$ cat config.mk
export PLATFORM = sky130hd
export DESIGN_NAME = mips_debug_ctrl
export DESIGN_NICKNAME = d
export VERILOG_FILES = /design/src/rtl/mips_debug_ctrl.sv
export SDC_FILE = /design/constraint.sdc
export NUM_CORES = 1
export LEC_CHECK = 0
export CORE_MARGIN = 2
export CORE_UTILIZATION = 43
export CTS_CLUSTER_SIZE = 14
export DETAILED_ROUTE_END_ITERATION = 8
export GPL_TIMING_DRIVEN = 0
export HOLD_SLACK_MARGIN = 0.1
export PLACE_DENSITY = 0.79
export SETUP_SLACK_MARGIN = 0.05
export SLEW_MARGIN = 20
export SYNTH_ARGS = -nofsm -noshare
export SYNTH_HDL_FRONTEND = slang
export SYNTH_SLANG_ARGS = --single-unit
export TNS_END_PERCENT = 1
$ cat constraint.sdc
create_clock -name i_clk -period 2.38 [get_ports i_clk]
set_clock_uncertainty 0.05 [all_clocks]
set_input_delay 0.595 -clock i_clk [delete_from_list [all_inputs] [get_ports i_clk]]
set_output_delay 0.595 -clock i_clk [all_outputs]
set_load 0.02 [all_outputs]
$ cat src/rtl/mips_debug_ctrl.sv
// UART-side debug controller for the pipelined MIPS core: program load, breakpoint,
// run/step control and a byte-serial dump of registers, pipeline latches and data memory.
module mips_debug_ctrl #(
   parameter int                 NB_WORD    = 32,
   parameter int                 N_REGS     = 32,
   parameter int                 N_LATCH    = 4,
   parameter int                 N_MEM      = 32,
   parameter int                 IMEM_DEPTH = 256,
   parameter logic [NB_WORD-1:0] HALT_CODE  = 32'h3F
) (
   input  logic               i_clk,
   input  logic               i_reset,
   input  logic [7:0]         i_rx_data,
   input  logic               i_rx_valid,
   output logic               o_rx_ready,
   output logic [7:0]         o_tx_data,
   output logic               o_tx_valid,
   input  logic               i_tx_ready,
   input  logic               i_halt,
   input  logic [NB_WORD-1:0] i_pc,
   input  logic [NB_WORD-1:0] i_reg_data,
   input  logic [NB_WORD-1:0] i_latch_data,
   input  logic [NB_WORD-1:0] i_mem_data,
   output logic [NB_WORD-1:0] o_rd_idx,
   output logic               o_imem_we,
   output logic [NB_WORD-1:0] o_imem_addr,
   output logic [NB_WORD-1:0] o_imem_data,
   output logic               o_enable,
   output logic               o_reset_mips
);
   localparam int NBY = NB_WORD / 8;
   localparam int BW  = (NBY > 1) ? $clog2(NBY) : 1;
   localparam logic [NB_WORD-1:0] LAST_ADDR = NB_WORD'(4 * (IMEM_DEPTH - 1));

   typedef enum logic [3:0] {
      IDLE, CMD, LOAD, LOAD_WR, BRK, RUN, STEP,
      DUMP_REG, DUMP_LATCH, DUMP_MEM, DUMP_SUM, RST_CPU
   } state_t;

   state_t             state_q;
   logic [7:0]         cmd_q, csum_q;
   logic [NB_WORD-1:0] sh_q, addr_q, brk_q, idx_q;
   logic [BW-1:0]      byte_q;
   logic               brk_en_q;

   logic [NB_WORD-1:0] sh_d, dump_word;
   logic [7:0]         tx_byte;
   logic               act, rx_hs, tx_hs, bp_hit, last_byte, sec_last;
   state_t             sec_next;

   // Every output is forced low while reset is asserted, including state decodes.
   assign act       = ~i_reset;
   assign sh_d      = (sh_q << 8) | NB_WORD'(i_rx_data);
   assign rx_hs     = o_rx_ready & i_rx_valid;
   assign tx_hs     = o_tx_valid & i_tx_ready;
   assign bp_hit    = brk_en_q & (i_pc == brk_q);
   assign last_byte = (byte_q == BW'(NBY - 1));

   always_comb begin
      dump_word = '0;
      sec_last  = 1'b0;
      sec_next  = IDLE;
      case (state_q)
         DUMP_REG:   begin dump_word = i_reg_data;   sec_last = (idx_q == NB_WORD'(N_REGS - 1));  sec_next = DUMP_LATCH; end
         DUMP_LATCH: begin dump_word = i_latch_data; sec_last = (idx_q == NB_WORD'(N_LATCH - 1)); sec_next = DUMP_MEM;   end
         DUMP_MEM:   begin dump_word = i_mem_data;   sec_last = (idx_q == NB_WORD'(N_MEM - 1));   sec_next = DUMP_SUM;   end
         default:    ;
      endcase
   end

   // byte_q counts from the most significant byte downwards.
   always_comb begin
      tx_byte = '0;
      for (int b = 0; b < NBY; b++)
         if (byte_q == BW'(NBY - 1 - b)) tx_byte = dump_word[8*b +: 8];
   end

   assign o_rx_ready   = act & (state_q inside {IDLE, LOAD, BRK});
   assign o_tx_valid   = act & (state_q inside {DUMP_REG, DUMP_LATCH, DUMP_MEM, DUMP_SUM});
   assign o_tx_data    = act ? ((state_q == DUMP_SUM) ? csum_q : tx_byte) : 8'h00;
   assign o_imem_we    = act & (state_q == LOAD_WR);
   assign o_reset_mips = act & (state_q == RST_CPU);
   assign o_enable     = act & (((state_q == RUN)  & ~(i_halt | bp_hit)) |
                                ((state_q == STEP) & ~i_halt));
   assign o_imem_addr  = addr_q;
   assign o_imem_data  = sh_q;
   assign o_rd_idx     = idx_q;

   always_ff @(posedge i_clk) begin
      if (i_reset) begin
         state_q  <= IDLE;
         cmd_q    <= '0;
         sh_q     <= '0;
         addr_q   <= '0;
         brk_q    <= '0;
         brk_en_q <= 1'b0;
         idx_q    <= '0;
         byte_q   <= '0;
         csum_q   <= '0;
      end else begin
         case (state_q)
            IDLE: if (rx_hs) begin
               cmd_q   <= i_rx_data;
               state_q <= CMD;
            end
            CMD: begin
               byte_q <= '0;
               idx_q  <= '0;
               csum_q <= '0;
               case (cmd_q)
                  8'h04:   state_q <= LOAD;
                  8'h05:   state_q <= STEP;
                  8'h03:   state_q <= RUN;
                  8'h0C:   state_q <= RST_CPU;
                  8'h0E:   state_q <= BRK;
                  8'h0F:   state_q <= DUMP_REG;
                  default: state_q <= IDLE;
               endcase
            end
            LOAD: if (rx_hs) begin
               sh_q   <= sh_d;
               byte_q <= last_byte ? '0 : byte_q + BW'(1);
               if (last_byte) state_q <= LOAD_WR;
            end
            LOAD_WR: begin
               if (sh_q == HALT_CODE || addr_q == LAST_ADDR) begin
                  addr_q  <= '0;
                  state_q <= IDLE;
               end else begin
                  addr_q  <= addr_q + NB_WORD'(4);
                  state_q <= LOAD;
               end
            end
            BRK: if (rx_hs) begin
               sh_q   <= sh_d;
               byte_q <= last_byte ? '0 : byte_q + BW'(1);
               if (last_byte) begin
                  brk_q    <= sh_d;
                  brk_en_q <= (sh_d != '1);
                  state_q  <= IDLE;
               end
            end
            RUN:  if (i_halt | bp_hit) state_q <= DUMP_REG;
            STEP: state_q <= DUMP_REG;
            DUMP_REG, DUMP_LATCH, DUMP_MEM: if (tx_hs) begin
               csum_q <= csum_q ^ tx_byte;
               byte_q <= last_byte ? '0 : byte_q + BW'(1);
               if (last_byte) begin
                  if (sec_last) begin
                     idx_q   <= '0;
                     state_q <= sec_next;
                  end else begin
                     idx_q <= idx_q + NB_WORD'(1);
                  end
               end
            end
            DUMP_SUM: if (tx_hs) begin
               csum_q  <= '0;
               state_q <= IDLE;
            end
            RST_CPU: state_q <= IDLE;
            default: state_q <= IDLE;
         endcase
      end
   end
endmodule

==> metrics.md, run 1 <==
| Metric | Value |
|---|---|
| CP endpoint kind | output pin |
| Most common cell in the netlist | nand2_1 |
| Period utilization | 1.272 |
| Largest net degree at the start of global routing | 17 |
| Internal power | approximately 0.0055 W |
| Area Overhead vs Synth | 50.63% |
| Sequential Power Share | 0.328 |
| Initial drt markers | 789 |
| DRC | 0 |
| Max cap viols | 0 |
| Setup CP Type | reg2out |
| Max Slew Vio Count | 0 |
| Vias in the first global route | roughly 9000 |
| Worst slew pin tran | ~0.88 ns |
| Sw Ratio | 0.3359 |
| Routed wire length | between 30000 and 40000 um |
| Relative slew slack | 0.4108 |
| Initial antenna violation count | 4 |
| Synth cell count leaders | 202 x nand2_1, 149 x dfxtp_1, 108 x a21oi_1 |
| GP Congestion | approximately 0.95 |
| Number of buffers created by CTS | 17 |
| Post-synth top area share | 0.3570 |
| CTS tree | built |
| CP max FO | 8 |
| Met1 wire length | 12590 um |
| Cell Area, Synth | 8356 um2 |
| Clock share of power | 0.329 |
| Detailed Place HPWL | 22110 um |
| HP Class | reg2reg |
| Required @ worst endpoint | ~1.7 ns |
| #FFs+latches synth | 149 |
| Status | finished, violations left |
| I/O pins | 250 |
| Grt total ovfl | 0 |
| Hold Fails Final Rpt | 0 |
| Final Core Density | 0.6662 |
| DR WL met3 | around 3000 um |
| Clk buf depth | 2 |
| First-pass GRT wire length | approximately 47000 um |
| H-Tree Depth | 4 |
| WL met2 | approximately 15000 um |
| GRT Total Usage | 0.2868 |
| Peak supply drop | 552.0 uV |
| # setup viols final | 44 |
| NetSw | around 0.0028 W |
| TritonCTS Sinks | roughly 150 |
| Die H | approximately 140 um |
| Max Freq | 330.2 MHz |
| Yosys top cell by area | dfxtp_1 |
| Final WS setup | -0.6483 ns |
| Row count | 50 |
| First-pass DRT Iterations | 5 |
| Seq/Total Area, Yosys | 0.3570 |
| Cells after Synth | between 1000 and 1500 |
| RSZ-0062 raised after global routing | yes |
| Synth cell types | between 60 and 70 |
| DIE AREA | 20560 um2 |
| Clk slew on worst S/H paths | 0.06 ns |
| Skew-Pair Late Insertion Delay | 0.44 ns |
| Most used DFF post-synth | dfxtp_1 |
| Area contributors post-synth | dfxtp_1 36%, nand2_1 9.1%, a21oi_1 6.5%, xnor2_1 4.6%, nor2_1 3.0% |
| Multi-input gate area | 5450 um2 |
| Fillers | between 1500 and 2000 |
| EDFF count, synth | 0 |
| Part of the power in combinational logic | 0.343 |
| Reg area | about 3000 um2 |
| Clock root cell | clkbuf_16 |
| Buffers on Ports | approximately 250 |
| Fin crit period | just over 3 ns |
| Worst Path Arrival | roughly 2.4 ns |
| Synthesis Warnings | 0 |
| Die Width | 143.4 um |
| Total core area | approximately 19000 um2 |
| Initial core utilization | 0.4423 |
| Startpoint types | flip-flop |
| Share of synthesized registers carrying an async set or reset | 0 |
| Avg Cell Area, Syn | between 7 and 8 um2 |
| Power Density | around 650 nW/um2 |
| Routed Antenna Nets | 0 |
| Failing checks | setup timing |
| Top Layer Used | met5 |
| Worst slack, placed | -1.320 ns |
| Layout cells sized above 1 | 0.1575 |
| Final #Nets | between 1500 and 2000 |
| LEAKAGE | 4.156 nW |
| Drt wl/cell | 18.81 um |
| Total number of vias | 9621 |
| Vias per cell | 5.866 |
[critical path, stage by stage, from the launching register on]
cell       delay [ns]
dfxtp_4          0.39
buf_12           0.13
buf_12           0.13
mux2_4           0.30
a22oi_2          0.17
nor2_2           0.07
a311oi_2         0.39
a2bb2oi_2        0.18
nor2_2           0.06
buf_6            0.13
[layout by cell type (no fill, tap or decap), types with 7 or more instances in the layout]
cell / n
dfxtp_1: 141
mux2_2: 15
inv_1: 13
nand4_1: 33
a22oi_1: 16
nand2b_1: 7
nor3_1: 22
clkbuf_16: 18
clkbuf_4: 7
clkbuf_1: 24
o21ai_0: 25
nor2_1: 62
and3_1: 12
a21oi_1: 103
nand3_1: 38
o211ai_1: 12
nor4_1: 19
buf_6: 12
xor2_1: 12
or3_1: 13
a22oi_2: 9
buf_4: 34
a311oi_1: 21
clkbuf_8: 7
o21ai_1: 10
xnor2_1: 42
a31oi_1: 16
mux2i_1: 11
clkbuf_2: 12
and4_1: 8
a211oi_1: 7
nand2_1: 202
clkdlybuf4s50_1: 231
[state kept, by name, summed over array words and instances, names as in the netlist]
| name | flops |
|---|---|
| o_imem_data | 32 |
| brk_q | 32 |
| csum_q | 8 |
| brk_en_q | 1 |
| byte_q | 2 |
| o_rd_idx | 32 |
| o_imem_addr | 30 |
| state_q | 4 |
| cmd_q | 8 |
[metrics by stage]
| step | power (W) | hold WS (ns) | cell area [um2] | instances | setup TNS, ns |
|---|---|---|---|---|---|
| floorplan | 0.004109 | 0.3873 | 8401 | 1085 | -2.465 |
| global placement | 0.004902 | 0.3980 | 11190 | 1591 | -47.47 |
| detailed placement | 0.004934 | 0.4091 | 11190 | 1591 | -53.18 |
| CTS | 0.008079 | 0.4180 | 12410 | 1635 | -6.833 |
| global route | 0.008533 | 0.4378 | 12580 | 1639 | -14.38 |
| finish | 0.008230 | 0.4157 | 12590 | 1640 | -8.907 |
[worst paths after layout]
kind,startpoint,slack (ns),cells after the start,to
worst max-delay path,state_q[0],-0.65,9,o_tx_data[6]
worst min-delay path,brk_q[5],0.42,2,brk_q[5]
worst max register to register,o_imem_addr[15],-0.22,9,o_imem_addr[21]
worst min register to register,brk_q[5],0.42,2,brk_q[5]
[final cells by class]
cell class                 count  share of cell area
buffer                        73             0.04454
tap                          260             0.02585
multi-input combinational    844              0.4330
clock buffer                  19             0.03599
antenna                        2           0.0003977
timing repair buffer         266              0.2064
clock inverter                13             0.01094
sequential                   149              0.2386
inverter                      14            0.004275
[what timing repair did]
item,in CTS,in global routing
buffers inserted,15,5
resized for setup,225,49
hold buffers,0,0
pin swaps,29,22
setup endpoints to repair,148,139
[metal layers]
| metal | vias to the layer above | track usage |
|---|---|---|
| li1 | 4532 | - |
| met1 | 4530 | 0.3702 |
| met2 | 501 | 0.4727 |
| met3 | 56 | 0.06898 |
| met4 | 2 | 0.09185 |
| met5 | - | 0 |
[cell families (layout without fill, tap and decap cells)]
| kind of cell | count (synthesis) | count (layout) | share of synthesized area |
|---|---|---|---|
| adder cells (fa/ha/maj) | 7 | 7 | 0.01048 |
| AO/OA/AOI/OAI | 275 | 275 | 0.2153 |
| XOR/XNOR | 56 | 56 | 0.05870 |
| multiplexers | 27 | 27 | 0.03474 |
| flip-flops | 149 | 149 | 0.3570 |
| other | 1 | 4 | 0.0004488 |
| AND/OR/NAND/NOR | 477 | 477 | 0.2791 |
| buffers and inverters | 92 | 385 | 0.04417 |
[power groups by stage]
stage	Sequential (W)	Clock, W	Combinational (W)
final	0.00270	0.00271	0.00283
after global routing	0.00271	0.00283	0.00299
after CTS	0.00267	0.00271	0.00270
after floorplan	0.00270	0	0.00141
after global placement	0.00270	0	0.00221
after detailed placement	0.00270	0	0.00223
Power figures use the tool's default switching activity.
==> inputs of run 2 (changes only) <==
CORE_MARGIN = 3   (was 2)
==> metrics.md, run 2 (synthesis results as in run 1) <==
| Metric | Value |
|---|---|
| Crit path launch | state_q[1] (was state_q[0]) |
| WHS | 0.4178 ns (was 0.4157 ns) |
| Commonest non-fill, non-tap cells in the layout | 233 x clkdlybuf4s50_1, 201 x nand2_1, 141 x dfxtp_1, 103 x a21oi_1, 62 x nor2_1 (was 231 x clkdlybuf4s50_1, 202 x nand2_1, 141 x dfxtp_1, 103 x a21oi_1, 62 x nor2_1) |
| Clock root cell | clkbuf_16 (unchanged) |
| CTS tree | built (unchanged) |
| Required @ worst endpoint | 1.74 ns (about the same) |
| Worst slack, placed | -1.360 ns (was -1.320 ns) |
| Hold buffers post-CTS | 0 (unchanged) |
| Total number of vias | 9774 (was 9621) |
| Worst Path Arrival | 2.38 ns (about the same) |
| Initial antenna violation count | 3 (was 4) |
| Initial core utilization | 0.4423 (unchanged) |
| R2R cell count | 8 (was 9) |
| Drt wl/cell | 19.29 um (was 18.81 um) |
| Hold Fails Final Rpt | 0 (unchanged) |
| TritonCTS Sinks | 149 (unchanged) |
| Area Overhead vs Synth | 51.12% (was 50.63%) |
| Worst slew pin tran | 0.7995 ns (was 0.8757 ns) |
| Number of buffers created by CTS | 17 (unchanged) |
| Vias in the first global route | 9358 (was 8961) |
| Die Width | 145.4 um (was 143.4 um) |
| Layout cells sized above 1 | 0.1578 (was 0.1575) |
| GRT Total Usage | 0.2871 (was 0.2868) |
| Setup_tns | -11.87 ns (was -8.907 ns) |
| Fillers | 1582 (was 1589) |
| Routed wire length | 31830 um (was 30840 um) |
| Buffers on Ports | 246 (unchanged) |
| HP Class | reg2reg (unchanged) |
| GP Congestion | 0.9507 (was 0.9476) |
| I/O pins | 250 (unchanged) |
| # setup viols final | 51 (was 44) |
| First-pass DRT Iterations | 6 (was 5) |
| Largest net degree at the start of global routing | 17 (unchanged) |
| Status | finished, violations left (unchanged) |
| Reg area | 3003 um2 (unchanged) |
| Die H | 145.4 um (was 143.4 um) |
| Max Slew Vio Count | 0 (unchanged) |
| Final Core Density | 0.6683 (was 0.6662) |
| First-pass GRT wire length | 49820 um (was 46680 um) |
| Total core area | 18890 um2 (unchanged) |
| Clk buf depth | 2 (unchanged) |
| Detailed Place HPWL | 22610 um (was 22110 um) |
| Routed Antenna Nets | 0 (unchanged) |
| Power Density | 649.8 nW/um2 (was 653.9 nW/um2) |
| Vias per cell | 5.924 (was 5.866) |
| Max Freq | 330.4 MHz (was 330.2 MHz) |
| CP max FO | 7 (was 8) |
| Worst R2R Start | byte_q[1] (was o_imem_addr[15]) |
| CP endpoint kind | output pin (unchanged) |
| Relative slew slack | 0.4621 (was 0.4108) |
| Failing checks | setup timing (unchanged) |
| Fin crit period | 3.027 ns (was 3.028 ns) |
| Commonest non-fill, non-tap cell in the layout | clkdlybuf4s50_1 (unchanged) |
| Initial drt markers | 833 (was 789) |
| Setup CP Type | reg2out (unchanged) |
| H-Tree Depth | 4 (unchanged) |
| Period utilization | 1.272 (about the same) |
| Skew-Pair Late Insertion Delay | 0.44 ns (about the same) |
| Startpoint types | flip-flop (unchanged) |
| Row count | 50 (unchanged) |
| Grt total ovfl | 0 (unchanged) |
| R2R Setup Slk | -0.28 ns (was -0.22 ns) |
| RSZ-0062 raised after global routing | yes (unchanged) |
| DRC | 0 (unchanged) |
| DIE AREA | 21140 um2 (was 20560 um2) |
| Final WS setup | -0.6471 ns (was -0.6483 ns) |
| Peak supply drop | 586.9 uV (was 552.0 uV) |
| R2r endpoint | o_rd_idx[21] (was o_imem_addr[21]) |
| LEAKAGE | 4.174 nW (was 4.156 nW) |
| Multi-input gate area | 5436 um2 (was 5450 um2) |
| Max cap viols | 0 (unchanged) |
| Clk slew on worst S/H paths | 0.07 ns (was 0.06 ns) |
| Worst setup path endpoint | o_tx_data[6] (unchanged) |
| Final #Nets | 1523 (was 1513) |
run 2: worst min-delay path by stage:
stage	start	end	slack, ns	cells after the start
CTS	brk_q[29]	brk_q[29]	0.42	2
detailed placement	brk_q[29]	brk_q[29]	0.41	2
global placement	csum_q[6]	csum_q[6]	0.40	1
finish	brk_q[17]	brk_q[17]	0.42	2
global route	brk_q[26]	brk_q[26]	0.44	2
floorplan	csum_q[4]	csum_q[4]	0.39	1
run 2: power breakdown:
group	internal, W	leakage [nW]	switching (W)
logic	0.00142	2.70	0.00149
clock network	0.00138	0.265	0.00123
registers	0.00258	1.21	0.000112
run 2: worst max-delay path, stage by stage, from the launching register on:
cell       delay, ns
dfxtp_1         0.31
buf_6           0.13
nor3b_4         0.31
buf_6           0.20
buf_6           0.12
a22oi_2         0.07
o211ai_1        0.23
a311oi_2        0.19
a2bb2oi_2       0.17
nor2_2          0.09
buf_6           0.12
run 2: final cells by class:
class	instances	area share
buffer	74	0.04291
tap	260	0.02576
multi-input combinational	844	0.4305
timing repair buffer	275	0.2141
antenna	2	0.0003964
inverter	14	0.004261
sequential	149	0.2378
clock buffer	17	0.03369
clock inverter	15	0.01050
run 2: what timing repair did:
item	CTS	global route
buffers inserted	19	8
gates resized for setup	209	56
setup endpoints to repair	147	140
pin swaps	26	22
gates cloned	2	0
run 2: metrics by stage:
stage,power [W],instances,cell area [um2]
final,0.008205,1650,12630
after global routing,0.008519,1649,12620
after CTS,0.008028,1641,12410
after detailed placement,0.004911,1591,11190
after global placement,0.004893,1591,11190
after floorplan,0.004109,1085,8401
run 2: per-layer routing:
layer  wire length (um)  vias up  GRT usage
met3               2825       85    0.07069
met2              14850      522     0.4723
li1                   -     4552          -
met1              13180     4613     0.3674
met5                 13        -          0
met4                964        2     0.1045
==> inputs of run 3 (changes only) <==
MAX_ROUTING_LAYER = met4   (was unset)
clock period = 2.6 ns   (was 2.38 ns; I/O delays follow)
==> metrics.md, run 3 (synthesis results as in run 1) <==
| Metric | Value |
|---|---|
| Initial drt markers | 916 (was 833) |
| Hold buffers post-CTS | 0 (unchanged) |
| CP endpoint kind | output pin (unchanged) |
| Vias per cell | 5.868 (was 5.924) |
| Initial core utilization | 0.4423 (unchanged) |
| Final #Nets | 1514 (was 1523) |
| Clk buf depth | 2 (unchanged) |
| Row count | 50 (unchanged) |
| First-pass GRT wire length | 48780 um (was 49820 um) |
| LEAKAGE | 4.141 nW (was 4.174 nW) |
| Hold Fails Final Rpt | 0 (unchanged) |
| Clock root cell | clkbuf_16 (unchanged) |
| WHS | 0.4167 ns (was 0.4178 ns) |
| Internal power | 0.005096 W (was 0.005379 W) |
| Hold path depth | 2 (unchanged) |
| Skew-Pair Late Insertion Delay | 0.42 ns (was 0.44 ns) |
| Grt total ovfl | 0 (unchanged) |
| Sequential Power Share | 0.323 (was 0.328) |
| CP max FO | 10 (was 7) |
| Number of buffers created by CTS | 17 (unchanged) |
| Drt wl/cell | 18.72 um (was 19.29 um) |
| Routed Antenna Nets | 0 (unchanged) |
| CP max stage delay | 0.36 ns (was 0.31 ns) |
| DRC | 0 (unchanged) |
| Total core area | 18890 um2 (unchanged) |
| RSZ-0062 raised after global routing | yes (unchanged) |
| First-pass DRT Iterations | 8 (was 6) |
| Routed wire length | 30740 um (was 31830 um) |
| Max Freq | around 330 MHz |
| TritonCTS Sinks | 149 (unchanged) |
| Most frequent CP cell | buf_4 (was buf_6) |
| Detailed Place HPWL | 22610 um (about the same) |
| Clk slew on worst S/H paths | 0.06 ns (was 0.07 ns) |
| Max Slew Vio Count | 0 (unchanged) |
| Area Overhead vs Synth | 49.67% (was 51.12%) |
| Commonest non-fill, non-tap cell in the layout | clkdlybuf4s50_1 (unchanged) |
| Fin crit period | between 3 and 4 ns |
| HP Class | reg2reg (unchanged) |
| GP Congestion | 0.9772 (was 0.9507) |
| Initial antenna violation count | 3 (unchanged) |
| Largest net degree at the start of global routing | 17 (unchanged) |
| Critical path depth in cells | 9 (was 10) |
| Relative slew slack | 0.4935 (was 0.4621) |
| Commonest non-fill, non-tap cells in the layout | 231 x clkdlybuf4s50_1, 202 x nand2_1, 143 x dfxtp_1, 104 x a21oi_1, 62 x nor2_1 (was 233 x clkdlybuf4s50_1, 201 x nand2_1, 141 x dfxtp_1, 103 x a21oi_1, 62 x nor2_1) |
| I/O pins | 250 (unchanged) |
| DIE AREA | 21140 um2 (unchanged) |
| Fin area | 12510 um2 (was 12630 um2) |
| WP buf/inv | 4 (unchanged) |
| Fillers | 1563 (was 1582) |
| Die Width | 145.4 um (unchanged) |
| Max cap viols | 0 (unchanged) |
| Delay-heaviest family, CP | compound AO/OA/AOI/OAI gates (unchanged) |
| Vias in the first global route | 9077 (was 9358) |
| GRT Total Usage | 0.2877 (was 0.2871) |
| Layout cells sized above 1 | 0.1494 (was 0.1578) |
| Worst Path Arrival | 2.37 ns (was 2.38 ns) |
| Sw Ratio | 0.3261 (was 0.3444) |
| Peak supply drop | 503.3 uV (was 586.9 uV) |
| H-Tree Depth | 4 (unchanged) |
| Startpoint types | flip-flop (unchanged) |
| NetSw | 0.002466 W (was 0.002826 W) |
| Status | finished, violations left (unchanged) |
| Crit-path slowest cell | a221oi_2 (was dfxtp_1) |
| CP Cell Sequence | buf_6 > nor3b_4 > buf_4 > clkbuf_8 > a22oi_1 > a221oi_2 > o31ai_2 > a21oi_2 > buf_4 (was buf_6 > nor3b_4 > buf_6 > buf_6 > a22oi_2 > o211ai_1 > a311oi_2 > a2bb2oi_2 > nor2_2 > buf_6) |
| Power Density | 604.7 nW/um2 (was 649.8 nW/um2) |
| Total number of vias | 9635 (was 9774) |
| Buffers on Ports | 246 (unchanged) |
| Die H | 145.4 um (unchanged) |
| Setup_tns | -4.276 ns (was -11.87 ns) |
| CTS tree | built (unchanged) |
| Period utilization | 1.181 |
| Setup CP Type | reg2out (unchanged) |
| # setup viols final | 17 (was 51) |
| Part of the power in combinational logic | 0.342 (was 0.355) |
| R2R cell count | 8 (unchanged) |
| Clock share of power | 0.335 (was 0.317) |
| Final WS setup | -0.4697 ns (was -0.6471 ns) |
| Worst slew pin tran | 0.7527 ns (was 0.7995 ns) |
| Final Core Density | 0.6619 (was 0.6683) |
| Required @ worst endpoint | 1.90 ns (was 1.74 ns) |
| Failing checks | setup timing (unchanged) |
| Post-Place Cell Area | 11190 um2 (about the same) |
==> run 3: cell types whose count changed in the layout (fill, tap and decap cells not counted), moves of 3 or more <==
cell        change
clkbuf_2        +4
clkinv_4        +4
ha_4            -3
buf_6           -3
buf_4           -8
clkinvlp_4      -4
ha_2            +3
==> run 3: worst min-delay path, delay by kind of cell, from the launching register on <==
family,cells,cell delay (ns)
simple gates,1,0.05
flops,1,0.32
compound gates,1,0.05
==> run 3: routing by layer <==
| metal | wire, um | GRT usage |
|---|---|---|
| met3 | 3004 | 0.07568 |
| met5 | 0 | - |
| met4 | 598 | 0.07977 |
| met2 | 14540 | 0.4595 |
| met1 | 12590 | 0.3625 |
==> run 3: cell type report <==
cell class	instances	area, um2	share of cell area
Tap cell	260	325.3	0.02601
Clock buffer	18	439.2	0.03512
Inverter	14	57.56	0.004602
Sequential cell	149	2995	0.2395
Buffer	74	493.0	0.03942
Antenna cell	3	7.507	0.0006003
Multi-Input combinational cell	844	5379	0.4301
Clock inverter	14	165.2	0.01321
Timing Repair Buffer	266	2644	0.2114
==> run 3: final timing paths <==
check | from | end | slack [ns]
setup / recovery | state_q[1] | o_tx_data[7] | -0.47
hold / removal | brk_q[29] | brk_q[29] | 0.42
setup reg to reg | byte_q[1] | o_rd_idx[23] | -0.05
hold reg to reg | brk_q[29] | brk_q[29] | 0.42
==> run 3: stage by stage <==
stage          setup WS [ns]  std cells  total power, W
4_1_cts              -0.4174       1639        0.007517
6_report             -0.4697       1642        0.007562
3_5_place_dp          -1.224       1591        0.004502
5_1_grt              -0.5351       1642        0.007876
2_1_floorplan       0.007179       1085        0.003765
3_3_place_gp          -1.227       1591        0.004474
==> run 3: timing repair <==
item / in CTS / in global routing
pin swaps: 30 / 9
buffers inserted: 17 / 1
cloned: 2 / 0
endpoints found under the setup margin: 119 / 77
gates resized for setup: 203 / 27
==> run 3: power by group through the flow <==
stage	logic, W	clock network [W]	registers (W)
after floorplan	0.00129	0	0.00247
after global placement	0.00201	0	0.00247
after detailed placement	0.00203	0	0.00247
after CTS	0.00252	0.00256	0.00244
after global routing	0.00277	0.00266	0.00245
final	0.00259	0.00253	0.00244
